## src/rtl/pipe_pkg.sv

```systemverilog
// pipe_pkg: shared types for the pipeline stage buffer.
//   pipe_state_e    : stage buffer FSM state (EMPTY, FULL, SKID)
//   RV_NOP          : RV32I canonical NOP (addi x0, x0, 0)
//   idex_t/exmem_t  : packed stage bundles, with *_NOP payloads for NOP_PAYLOAD
//   state_occupancy : number of valid entries held in a given state
package pipe_pkg;

   typedef enum logic [1:0] {
      EMPTY = 2'd0,
      FULL  = 2'd1,
      SKID  = 2'd2
   } pipe_state_e;

   localparam logic [31:0] RV_NOP = 32'h00000013;

   // ID/EX bundle, 160 bits wide so it matches the default DATA_W.
   typedef struct packed {
      logic [31:0] instr;
      logic [31:0] pc;
      logic [31:0] rs1_val;
      logic [31:0] rs2_val;
      logic [23:0] imm;
      logic [4:0]  rd;
      logic        reg_wr;
      logic        start;
      logic        mem_wr;
   } idex_t;

   localparam idex_t IDEX_NOP = '{
      instr:   RV_NOP,
      pc:      32'h0,
      rs1_val: 32'h0,
      rs2_val: 32'h0,
      imm:     24'h0,
      rd:      5'h0,
      reg_wr:  1'b0,
      start:   1'b0,
      mem_wr:  1'b0
   };

   // EX/MEM bundle.
   typedef struct packed {
      logic [31:0] instr;
      logic [31:0] pc;
      logic [31:0] alu_res;
      logic [31:0] store_data;
      logic [4:0]  rd;
      logic        reg_wr;
      logic        mem_wr;
      logic        mem_rd;
   } exmem_t;

   localparam exmem_t EXMEM_NOP = '{
      instr:      RV_NOP,
      pc:         32'h0,
      alu_res:    32'h0,
      store_data: 32'h0,
      rd:         5'h0,
      reg_wr:     1'b0,
      mem_wr:     1'b0,
      mem_rd:     1'b0
   };

   function automatic logic [1:0] state_occupancy(input pipe_state_e s);
      logic [1:0] occ;
      occ = 2'd0;
      case (s)
         FULL:    occ = 2'd1;
         SKID:    occ = 2'd2;
         default: occ = 2'd0;
      endcase
      return occ;
   endfunction

endpackage

```

## src/rtl/pipe_skid_slot.sv

```systemverilog
// pipe_skid_slot: one valid+data register pair.
//   clk, rst      : clock, synchronous active-high reset
//   clear         : drop contents (valid=0, data=RST_DATA); wins over load
//   load          : capture load_data, valid=1
//   unload        : valid=0, data held (ignored when load is set)
//   load_data     : payload to capture
//   valid, data   : slot contents
module pipe_skid_slot #(
   parameter int                DATA_W   = 160,
   parameter logic [DATA_W-1:0] RST_DATA = '0
) (
   input  logic              clk,
   input  logic              rst,
   input  logic              clear,
   input  logic              load,
   input  logic              unload,
   input  logic [DATA_W-1:0] load_data,
   output logic              valid,
   output logic [DATA_W-1:0] data
);

   always_ff @(posedge clk) begin
      if (rst || clear) begin
         valid <= 1'b0;
         data  <= RST_DATA;
      end else if (load) begin
         valid <= 1'b1;
         data  <= load_data;
      end else if (unload) begin
         valid <= 1'b0;
      end
   end

endmodule

```

## src/rtl/pipe_stage_buf.sv

```systemverilog
// pipe_stage_buf: generic pipeline stage register with valid/ready handshake,
// stall (out_ready=0) and flush (inject NOP_PAYLOAD).
//
// Handshake: a beat moves on a port in every cycle where valid & ready are both
// high at the clock edge; valid never depends on ready, data is stable while
// valid is high and ready is low.
//
// Build option: define PIPE_SKID_EN for a second (skid) entry. With it, in_ready
// comes straight from the skid valid flop (no combinational path from
// out_ready) and the stage keeps full throughput under back-pressure.
// Without it, in_ready = !out_valid | out_ready and only one entry exists.
//
// Ports:
//   clk, rst              : clock, synchronous active-high reset
//   flush                 : kill stage contents next cycle
//   in_valid/in_ready     : upstream handshake, in_data payload
//   out_valid/out_ready   : downstream handshake, out_data payload
//   occupancy             : entries held (0..1, or 0..2 with PIPE_SKID_EN)
//   bubble_cnt            : saturating count of out_ready & !out_valid cycles
module pipe_stage_buf
   import pipe_pkg::*;
#(
   parameter int                DATA_W      = 160,
   parameter logic [DATA_W-1:0] NOP_PAYLOAD = '0,
   parameter int                CNT_W       = 16
) (
   input  logic              clk,
   input  logic              rst,
   input  logic              flush,
   input  logic              in_valid,
   output logic              in_ready,
   input  logic [DATA_W-1:0] in_data,
   output logic              out_valid,
   input  logic              out_ready,
   output logic [DATA_W-1:0] out_data,
   output logic [1:0]        occupancy,
   output logic [CNT_W-1:0]  bubble_cnt
);

   pipe_state_e       state;
   pipe_state_e       state_next;
   logic              main_valid;
   logic              main_load;
   logic              main_unload;
   logic [DATA_W-1:0] main_load_data;
   logic [DATA_W-1:0] skid_data;
   logic              accept;
   logic              drain;

   assign out_valid = main_valid;
   assign drain     = main_valid & out_ready;
   assign accept    = in_valid & in_ready;

`ifdef PIPE_SKID_EN
   logic skid_valid;
   logic skid_load;
   logic skid_unload;

   assign in_ready = !skid_valid;

   pipe_skid_slot #(
      .DATA_W   (DATA_W),
      .RST_DATA (NOP_PAYLOAD)
   ) u_skid (
      .clk       (clk),
      .rst       (rst),
      .clear     (flush),
      .load      (skid_load),
      .unload    (skid_unload),
      .load_data (in_data),
      .valid     (skid_valid),
      .data      (skid_data)
   );
`else
   assign in_ready  = !main_valid | out_ready;
   // No skid entry: the SKID branch below can never be entered.
   assign skid_data = NOP_PAYLOAD;
`endif

   always_ff @(posedge clk) begin
      if (rst) begin
         state <= EMPTY;
      end else begin
         state <= state_next;
      end
   end

   always_comb begin
      state_next     = state;
      main_load      = 1'b0;
      main_unload    = 1'b0;
      main_load_data = in_data;
`ifdef PIPE_SKID_EN
      skid_load      = 1'b0;
      skid_unload    = 1'b0;
`endif
      case (state)
         EMPTY: begin
            if (accept) begin
               main_load  = 1'b1;
               state_next = FULL;
            end
         end
         FULL: begin
            if (drain && accept) begin
               main_load = 1'b1;
            end else if (drain) begin
               main_unload = 1'b1;
               state_next  = EMPTY;
            end
`ifdef PIPE_SKID_EN
            else if (accept) begin
               // Downstream stalled: park the new beat in the skid entry.
               skid_load  = 1'b1;
               state_next = SKID;
            end
`endif
         end
         SKID: begin
            // in_ready is low here, so the only move is skid -> main.
            if (drain) begin
               main_load      = 1'b1;
               main_load_data = skid_data;
`ifdef PIPE_SKID_EN
               skid_unload    = 1'b1;
`endif
               state_next     = FULL;
            end
         end
         default: state_next = EMPTY;
      endcase
      // Flush clears both slots through their clear input; any beat accepted
      // this cycle is discarded, a drain this cycle still completes.
      if (flush) begin
         state_next = EMPTY;
      end
   end

   pipe_skid_slot #(
      .DATA_W   (DATA_W),
      .RST_DATA (NOP_PAYLOAD)
   ) u_main (
      .clk       (clk),
      .rst       (rst),
      .clear     (flush),
      .load      (main_load),
      .unload    (main_unload),
      .load_data (main_load_data),
      .valid     (main_valid),
      .data      (out_data)
   );

   // State is a flop, so occupancy reflects the entries held after the edge.
   assign occupancy = state_occupancy(state);

   always_ff @(posedge clk) begin
      if (rst) begin
         bubble_cnt <= '0;
      end else if (out_ready && !main_valid && (bubble_cnt != {CNT_W{1'b1}})) begin
         bubble_cnt <= bubble_cnt + 1'b1;
      end
   end

endmodule

```

## config.mk

```make
export PLATFORM = sky130hd
export DESIGN_NAME = pipe_stage_buf
export DESIGN_NICKNAME = d
export VERILOG_FILES = /design/src/rtl/pipe_pkg.sv /design/src/rtl/pipe_skid_slot.sv /design/src/rtl/pipe_stage_buf.sv
export SDC_FILE = /design/constraint.sdc
export NUM_CORES = 1
export LEC_CHECK = 0
export CAP_MARGIN = 0
export CORE_AREA = 2 2 132 134
export CTS_CLUSTER_SIZE = 25
export DETAILED_ROUTE_END_ITERATION = 8
export DIE_AREA = 0 0 134 136
export DONT_BUFFER_PORTS = 1
export HOLD_SLACK_MARGIN = 0.15
export PLACE_DENSITY_LB_ADDON = 0.15
export REMOVE_ABC_BUFFERS = 1
export SLEW_MARGIN = 20
export SYNTH_ARGS = -nofsm -noshare
export SYNTH_HDL_FRONTEND = slang
export SYNTH_SLANG_ARGS = --single-unit
```

## constraint.sdc

```tcl
create_clock -name clk -period 2.3 [get_ports clk]
set_clock_uncertainty 0.05 [all_clocks]
set_input_delay 0.23 -clock clk [delete_from_list [all_inputs] [get_ports clk]]
set_output_delay 0.23 -clock clk [all_outputs]
set_load 0.005 [all_outputs]
```

==> metrics, run 1 <==
diode count 0; DP Cell Count 983; vias in the first global route just under 6,000; Core Region about 0.017 mm^2; Via density around 5; layout cells sized above 1 about 5.0%; Yosys cell types 36; CP endpoint kind flip-flop; Die Width 134 um; CTS root buffer clkbuf_16; Slew Limit Fails 0; clk_lat worst skew between 0.4 and 0.5 ns; Max Cap Viol 0; CTS Sinks 178; Layout Utilization a little over half; Post-Layout Cell Count 1,178; YS warnings 0; hpwl dp approximately 13 mm; postcts setup bufs 0; Area after DPL 0.00657 mm^2; RSZ-0062 raised after global routing no; 1st-pass router iterations 5; leakage between 3 and 4 nW; DIE HEIGHT ~140 um; EDFF count, synth 0; WS Path Type reg -> reg; net switching power figure about 0.0017 W; CP peak stage delay 0.41 ns; Worst-path clk slew about 0.070 ns; final worst setup slack 0.324 ns; number of CTS-inserted buffers 17; routed via count ~6,000; Cell Area, Synth between 0.006 and 0.007 mm^2; initial antenna violation count 0; clk buf depth 2; Sw Ratio approximately a quarter; design area roughly 0.009 mm^2; Power Density approximately 760 mW/mm^2; status finished, final reports clean; final setup fails 0; dominant synthesized flop cell dfxtp_1; Starting Density a little under two fifths; Post-synth ARST share 0%; internal power around 0.0050 W; worst slack at placement between 0.3 and 0.4 ns; full die area between 0.015 and 0.02 mm^2; global placement routability congestion about 0.78; gr usage total 20.1%; Worst path slowest cell dfxtp_1; largest net degree at the start of global routing around 100; register area share after synthesis 55.8%; Worst slew margin 53.8%; startpoint types flip-flop; Comb pwr share a little under a tenth; crit path DAT 2.22 ns; final hold violation count 0; Final nets between 1,000 and 1,500; Synth Register Bits 178; Clk network pwr share 41.9%; highest achievable clock rate between 0.5 and 0.6 GHz; CTS tree done; Residual DRC 0; initial DRC count roughly 260; Min Clock Period, post-route roughly 2.0 ns; CP required ~2.6 ns; Routed WL between 15 and 20 mm; global route overflow 0; period utilisation layout a little under nine tenths; min-delay worst type in -> reg; H-tree depth 4; CP cell instances ha_1, nand3_1, or2_1, nor4_1, mux2_1; Mapped Cells a little over 800; Worst IR Drop VDD about 0.47 mV; first-pass GRT wire length 29.2 mm; synthesis-to-finish area growth 37.5%; WL per Instance about 16 um; row cnt 48; CP max FO 6; antenna-violating nets left 0; Port Buf Inserts 0; post-synthesis area per instance 7.91 um^2; Worst Max-Slew Pin Slew between 0.6 and 0.7 ns; I/O pins ~350; Min Hold Slack 0.210 ns; power share of the sequential group between 40% and 50%
layout make-up:
type                    instances  area, um^2
flip-flops and latches        178        3560
multi-input cells             571        2590
fillers                      1536        8100
clock buffers                  18         429
clock inverters                14         145
repair buffers                170        1760
inverters                       2        7.51
well taps                     225         282
Yosys cell counts, types with 2 or more instances:
cell type / count / area [um^2]
a211oi_1: 2 / 15.0
a21oi_1: 174 / 871
and3_1: 3 / 18.8
buf_2: 22 / 110
clkbuf_1: 32 / 120
dfxtp_1: 178 / 3560
inv_1: 2 / 7.51
mux2_1: 3 / 33.8
nand2_1: 332 / 1250
nand2b_1: 4 / 25.0
nand3_1: 4 / 20.0
nand4_1: 2 / 12.5
nand4_2: 3 / 37.5
nor2_1: 7 / 26.3
nor2b_1: 3 / 18.8
nor3_1: 3 / 15.0
nor3_2: 2 / 20.0
nor4_1: 2 / 12.5
o21ai_0: 2 / 10.0
o31ai_1: 4 / 30.0
o41ai_1: 2 / 17.5
or2_1: 2 / 12.5
or2_2: 2 / 12.5
or3_1: 2 / 12.5
or4_1: 4 / 30.0
power by group through the flow:
stage / sequential, W / clock, W / combinational (W)
2_1_floorplan: 0.00331 / 0 / 0.000296
6_report: 0.00327 / 0.00281 / 0.000630
5_1_grt: 0.00328 / 0.00300 / 0.000700
3_5_place_dp: 0.00334 / 0 / 0.000397
4_1_cts: 0.00327 / 0.00289 / 0.000630
3_3_place_gp: 0.00334 / 0 / 0.000379
worst paths after layout:
kind / start / end / slack [ns] / cells after the start
worst min register to register: u_main.data[50]$_SDFFE_PP0P_ / u_main.data[50]$_SDFFE_PP0P_ / 0.43 / 2
worst max register to register: bubble_cnt[0]$_SDFFE_PP0P_ / bubble_cnt[14]$_SDFFE_PP0P_ / 0.32 / 5
worst min-delay path: out_ready / bubble_cnt[3]$_SDFFE_PP0P_ / 0.21 / 3
worst max-delay path: bubble_cnt[0]$_SDFFE_PP0P_ / bubble_cnt[14]$_SDFFE_PP0P_ / 0.32 / 5
layer usage:
| layer | vias up | wire length [um] | part of all wire (%) | global-route usage [%] |
|---|---|---|---|---|
| met4 | 0 | 448 | 2.3 | 7.27 |
| li1 | 2905 | - | - | - |
| met2 | 248 | 10200 | 53 | 37.2 |
| met5 | - | 0 | 0 | 0 |
| met1 | 2830 | 7070 | 37 | 21.0 |
| met3 | 27 | 1590 | 8.3 | 7.08 |
registers in the layout, summed over array words and instances (netlist names):
| name | count |
|---|---|
| bubble_cnt | 16 |
| state | 1 |
| u_main.data | 160 |
| u_main.valid | 1 |
metrics by stage:
stage	TNS [ns]	total power, W
5_1_grt	0	0.00697
2_1_floorplan	-278.27	0.00360
3_5_place_dp	0	0.00374
3_3_place_gp	0	0.00372
4_1_cts	0	0.00679
6_report	0	0.00671
worst max-delay path: cells and delay by family, from the launching register on:
kind          cells  cell delay (ns)
fa+ha+maj         1             0.29
flops             1             0.41
mux               1             0.35
simple gates      3             0.77
cells in the final DEF, fill, tap and decap left out, drive strengths merged, types with 4 or more instances in the layout:
| cell type | n |
|---|---|
| or4 | 4 |
| nor3 | 5 |
| nand4 | 5 |
| o31ai | 4 |
| buf | 7 |
| clkbuf | 18 |
| dfxtp | 178 |
| dlygate4sd3 | 163 |
| nor2 | 7 |
| inv | 9 |
| or2 | 4 |
| nand3 | 4 |
| a21oi | 174 |
| nand2b | 4 |
| nand2 | 332 |
timing repair:
item                       in CTS  in global routing
setup endpoints to repair       0                  0
hold buffers                  163                  0
hold endpoints to repair      178                  0
resized for setup               0                  0
cell families (layout without fill, tap and decap cells):
kind of cell	count (synthesis)	count (layout)	share of synthesized area, %
adder cells (fa/ha/maj)	1	1	0.196
multiplexers	4	4	0.686
AO/OA/AOI/OAI	188	188	15.3
AND/OR/NAND/NOR	377	377	24.1
other	1	1	0.0587
flip-flops	178	178	55.8
buffers and inverters	58	204	3.90
Note: power is estimated with default switching activity, not from simulation.
==> run 2, diff against run 1 <==
--- a/config.mk
+++ b/config.mk
@@ -5,11 +5,12 @@
 export SDC_FILE = /design/constraint.sdc
 export NUM_CORES = 1
 export LEC_CHECK = 0
+export ABC_AREA = 1
 export CAP_MARGIN = 0
-export CORE_AREA = 2 2 132 134
+export CORE_AREA = 2 2 135 137
 export CTS_CLUSTER_SIZE = 25
 export DETAILED_ROUTE_END_ITERATION = 8
-export DIE_AREA = 0 0 134 136
+export DIE_AREA = 0 0 137 139
 export DONT_BUFFER_PORTS = 1
 export HOLD_SLACK_MARGIN = 0.15
 export PLACE_DENSITY_LB_ADDON = 0.15
==> metrics, run 2 <==
status finished, final reports clean; antenna-violating nets left 0 (unchanged); Clk network pwr share 43.6% (+1.7 points); synthesis-to-finish area growth 37.1%; Port Buf Inserts 0 (unchanged); Synth Register Bits 178 (unchanged); Starting Density 36.8% (-1.1 points); Min Clock Period, post-route 1.96 ns (-0.0135 ns); WS Path Type reg -> reg; crit path DAT 2.28 ns (+0.06 ns); Min Hold Slack 0.162 ns (-0.0482 ns); clk buf depth 2 (unchanged); Cell Area, Synth 0.00649 mm^2 (+1.6%); Die Width 137 um (+2.2%); Routed WL 19.9 mm (+2.8%); Worst slew margin 45.3% (-8.5 points); highest achievable clock rate 0.510 GHz (+0.69%); postcts setup bufs 0 (unchanged); Worst IR Drop VDD 0.476 mV (+2.2%); CP endpoint kind flip-flop; count leader, synth nand2_1; register area share after synthesis 54.9% (-0.89 points); CP max FO 27 (+21); vias in the first global route 5,978 (+2.5%); final setup fails 0 (unchanged); CTS tree done; post_cts resized 0 (unchanged); Synth area leaders dfxtp_1 (55%), nand2_1 (21%), a21oi_1 (13%); 1st-pass router iterations 5 (unchanged); EDFF count, synth 0 (unchanged); Synth area leader dfxtp_1; worst slack at placement 0.567 ns (+0.221 ns); CTS Sinks 178 (unchanged); Yosys cell types 20 (-44%); min-delay worst type in -> reg; period utilisation layout 85.3% (-0.59 points); gr usage total 20.3% (+0.20 points); post-synthesis area per instance 7.52 um^2 (-5.0%); dominant synthesized flop cell dfxtp_1; biggest regs u_main.data x160, bubble_cnt x16; H-tree depth 4 (unchanged); initial antenna violation count 0 (unchanged); Residual DRC 0 (unchanged); layout cells sized above 1 4.45% (-0.59 points); Power Density 778 mW/mm^2 (+1.9%); DIE HEIGHT 139 um (+2.2%); Post-synth top cells nand2_1 (366), dfxtp_1 (178), a21oi_1 (172), nor2_1 (42), buf_2 (23); Core Region 0.0177 mm^2 (+4.6%); first-pass GRT wire length 30.7 mm (+4.9%); commonest non-fill, non-tap cell in the layout nand2_1; Mapped Cells 863 (+6.9%); Via density 4.90 (-3.9%); Largest Register u_main.data; diode count 0 (unchanged); RSZ-0062 raised after global routing no; leakage 3.31 nW (+3.9%); internal power 0.00514 W (+2.7%); Worst-path clk slew 0.08 ns (about the same); net switching power figure 0.00178 W (+4.7%); routed via count 6,081 (+1.2%); Slew Limit Fails 0 (unchanged); post-synth top area share 54.9% (-0.89 points); row cnt 49 (+2.1%); YS warnings 0 (unchanged); startpoint types flip-flop; global placement routability congestion 0.787 (+0.83%); Comb pwr share 9.3% (about the same); CTS root buffer clkbuf_16; number of flip-flops in the largest register 160 (unchanged); power share of the sequential group 47.2% (-1.5 points); final hold violation count 0 (unchanged); full die area 0.0190 mm^2 (+4.5%); Worst Max-Slew Pin Slew 0.820 ns (+0.130 ns); WL per Instance 16.0 um (-2.3%); final worst setup slack 0.337 ns (+0.0135 ns); Final nets 1,164 (+5.2%); Post-synth ARST share 0% (unchanged); global route overflow 0 (unchanged); Sw Ratio 25.7% (+0.36 points); hpwl dp 12.6 mm (+0.30%); CP required 2.61 ns (+0.06 ns); clk_lat worst skew 0.43 ns (+0.02 ns); I/O pins 345 (unchanged); Max Cap Viol 0 (unchanged); number of CTS-inserted buffers 17 (unchanged); most frequent cells in the layout nand2_1 (366), dfxtp_1 (178), a21oi_1 (172); largest net degree at the start of global routing 161 (+58%); initial DRC count 347 (+36%)
==> run 2: cell count changes in the layout (fill, tap and decap cells not counted), sizes merged, moves of 4 or more <==
| cell | delta |
|---|---|
| nand2 | +34 |
| nand2b | -4 |
| o31ai | -4 |
| nor2 | +35 |
| inv | +17 |
| nand3 | +15 |
| or4 | -4 |
==> run 2: layout make-up <==
cell class                 count  area (um^2)
fill                        1671         8760
sequential                   178         3560
multi-input combinational    613         2600
timing repair buffer         171         1770
clock buffer                  17          425
tap                          229          287
clock inverter                15          188
inverter                      17         66.3
==> run 2: critical path: stages, from the launching register on <==
cell	delay, ns
dfxtp_1	0.39
inv_2	0.07
o21ai_2	0.20
nand3_4	0.12
inv_4	0.30
nand2_1	0.08
dlygate4sd3_1	0.57
a21oi_1	0.11
==> run 2: worst paths after layout <==
| path | startpoint | to | slack, ns | cells after the start |
|---|---|---|---|---|
| worst min register to register | u_main.data[55]$_SDFFE_PP0P_ | u_main.data[55]$_SDFFE_PP0P_ | 0.43 | 2 |
| worst max-delay path | u_main.valid$_SDFFE_PP0P_ | u_main.data[146]$_SDFFE_PP0P_ | 0.34 | 7 |
| worst min-delay path | rst | bubble_cnt[3]$_SDFFE_PP0P_ | 0.16 | 3 |
| worst max register to register | u_main.valid$_SDFFE_PP0P_ | u_main.data[146]$_SDFFE_PP0P_ | 0.34 | 7 |
==> run 2: power groups by stage <==
stage	combinational (W)	sequential [W]	clock, W
finish	0.000643	0.00327	0.00302
floorplan	0.000292	0.00331	0
global route	0.000717	0.00328	0.00322
detailed placement	0.000413	0.00334	0
CTS	0.000645	0.00327	0.00310
global placement	0.000408	0.00334	0
==> run 2: metal layers <==
metal / GRT usage, % / wire [um] / vias up
li1: - / - / 3022
met1: 22.6 / 7770 / 2761
met2: 34.3 / 9700 / 250
met3: 7.79 / 1750 / 48
met4: 8.68 / 628 / 0
met5: 0 / 0 / -
==> run 2: cell families (layout without fill, tap and decap cells) <==
logic type | after synthesis | count (layout) | synth area share, %
and+or+nand+nor | 437 | 437 | 26.1
DFF | 178 | 178 | 54.9
AOI/OAI and AO/OA | 174 | 174 | 13.5
buffers and inverters | 72 | 220 | 5.24
adders and majority gates | 1 | 1 | 0.193
other | 1 | 1 | 0.0578
==> run 2: what timing repair did <==
item,in CTS,in global routing
hold buffers,164,0
hold endpoints to repair,164,0
setup endpoints to repair,0,0
==> run 2: stage by stage <==
stage	total power, W	setup TNS, ns	util (%)	cell area, um^2	std cells
after floorplan	0.00360	-370.85	-	6210	808
after global placement	0.00375	0	37.6	6640	1044
after detailed placement	0.00375	0	37.6	6640	1044
after CTS	0.00701	0	50.4	8890	1240
after global routing	0.00721	0	50.4	8890	1240
final	0.00692	0	50.4	8890	1240
==> run 3, diff against run 2 <==
--- a/config.mk
+++ b/config.mk
@@ -13,7 +13,7 @@
 export DIE_AREA = 0 0 137 139
 export DONT_BUFFER_PORTS = 1
 export HOLD_SLACK_MARGIN = 0.15
-export PLACE_DENSITY_LB_ADDON = 0.15
+export PLACE_DENSITY = 0.52
 export REMOVE_ABC_BUFFERS = 1
 export SLEW_MARGIN = 20
 export SYNTH_ARGS = -nofsm -noshare
==> metrics, run 3 (synthesis gave the netlist of run 2 again) <==
status finished, final reports clean; final hold violation count 0 (unchanged); H-tree depth 4 (unchanged); antenna-violating nets left 0 (unchanged); Worst slew margin 49.6% (+4.2 points); full die area 0.0190 mm^2 (unchanged); CP peak stage delay 0.53 ns (-0.04 ns); biggest regs u_main.data x160, bubble_cnt x16; Power Density 766 mW/mm^2 (-1.6%); RSZ-0062 raised after global routing no; Area after DPL 0.00666 mm^2 (+0.34%); CP max FO 160 (+490%); final setup fails 0 (unchanged); design area 0.00887 mm^2 (-0.23%); clk_lat worst skew 0.43 ns (about the same); min-delay worst type in -> reg; gr usage total 20.3% (-0.030 points); cell family with most CP delay buffers and inverters; CP cell instances dlygate4sd3_1, inv_1, nand2_1, nand3_4, buf_12, nand2_1, a21oi_1; startpoint types primary input; Routed WL 19.8 mm (about the same); Max Cap Viol 0 (unchanged); DIE HEIGHT 139 um (unchanged); initial DRC count 323 (-6.9%); leakage 3.30 nW (-0.36%); Largest Register u_main.data; global placement routability congestion 0.802 (+1.9%); CP required 2.59 ns (-0.02 ns); layout cells sized above 1 4.74% (+0.29 points); Layout Utilization 50.3% (-0.11 points); hpwl dp 12.7 mm (+0.84%); synthesis-to-finish area growth 36.7%; Worst-path clk slew 0.07 ns (about the same); Min Clock Period, post-route 1.84 ns (-0.126 ns); CTS Sinks 178 (unchanged); first-pass GRT wire length 30.9 mm (+0.65%); Port Buf Inserts 0 (unchanged); clk buf depth 2 (unchanged); Min Hold Slack 0.209 ns (+0.0474 ns); commonest non-fill, non-tap cell in the layout nand2_1; Core Region 0.0177 mm^2 (unchanged); Starting Density 36.8% (unchanged); Crit path buffers/inverters 3 (unchanged); setup tns final 0 ns (unchanged); Via density 4.86 (-0.85%); row cnt 49 (unchanged); Final nets 1,166 (+0.17%); global route overflow 0 (unchanged); period utilisation layout 79.8% (-5.5 points); crit-path most repeated cell nand2_1; CTS tree done; vias in the first global route 5,960 (-0.30%); CTS root buffer clkbuf_16; highest achievable clock rate 0.545 GHz (+6.9%); largest net degree at the start of global routing 161 (unchanged); number of CTS-inserted buffers 17 (unchanged); Post-Layout Cell Count 1,242 (+0.16%); WL per Instance 16.0 um (-0.21%); I/O pins 345 (unchanged); diode count 0 (unchanged); Slew Limit Fails 0 (unchanged); Worst IR Drop VDD 0.477 mV (+0.26%); CP endpoint kind flip-flop; WS Path Type in -> reg; most frequent cells in the layout nand2_1 (366), dfxtp_1 (178), a21oi_1 (172); post_cts resized 0 (unchanged); 1st-pass router iterations 4 (-1); number of flip-flops in the largest register 160 (unchanged); crit path DAT 2.13 ns (-0.15 ns); fill cell count 1,679 (+0.48%); Worst path slowest cell dlygate4sd3_1; DP Cell Count 1,047 (+0.29%); routed via count 6,039 (-0.69%); Die Width 137 um (unchanged); Worst Max-Slew Pin Slew 0.756 ns (-0.0636 ns); initial antenna violation count 0 (unchanged); Residual DRC 0 (unchanged)
[run 3: power by group]
part / total (W) / switching, W / internal, W / leakage [nW]
clock network: 0.00289 / 0.00133 / 0.00156 / 0.279
logic: 0.000643 / 0.000336 / 0.000308 / 1.57
registers: 0.00327 / 0.0000904 / 0.00318 / 1.45
[run 3: timing repair]
item / in CTS / in global routing
endpoints found under the hold margin: 177 / 0
hold buffers: 163 / 0
setup buffers: 0 / 0
[run 3: final timing paths]
| path | slack [ns] | start | cells past startpoint | end |
|---|---|---|---|---|
| min reg2reg | 0.43 | u_main.data[95]$_SDFFE_PP0P_ | 2 | u_main.data[95]$_SDFFE_PP0P_ |
| max | 0.46 | out_ready | 7 | u_main.data[65]$_SDFFE_PP0P_ |
| min | 0.21 | in_valid | 4 | u_main.data[144]$_SDFFE_PP0P_ |
| max reg2reg | 0.49 | u_main.valid$_SDFFE_PP0P_ | 5 | u_main.data[65]$_SDFFE_PP0P_ |
[run 3: cell type report]
class	instances	area, um^2	area share [%]
sequential	178	3560	40.2
multi-input combinational	613	2600	29.3
timing repair buffer	173	1780	20.1
clock buffer	18	439	4.95
tap	229	287	3.23
clock inverter	14	141	1.59
inverter	17	66.3	0.747
[run 3: tightest hold or removal path: cells and delay by family]
kind / cells / cell delay (ns)
AND/OR/NAND/NOR: 2 / 0.19
buffers and inverters: 1 / 0.16
AO/OA/AOI/OAI: 1 / 0.05
[run 3: metrics by stage]
step / power (W) / setup WS, ns
2_1_floorplan: 0.00360 / -2.30
3_3_place_gp: 0.00375 / 0.530
3_5_place_dp: 0.00375 / 0.496
4_1_cts: 0.00689 / 0.474
5_1_grt: 0.00708 / 0.333
6_report: 0.00680 / 0.464
[run 3: routing by layer]
metal  track usage, %  part of all wire, %  vias to the layer above
met4             7.70                  2.7                        0
li1                 -                    -                     3037
met3             7.05                  7.9                       30
met5                0                    0                        -
met2             34.9                   50                      228
met1             22.9                   40                     2744
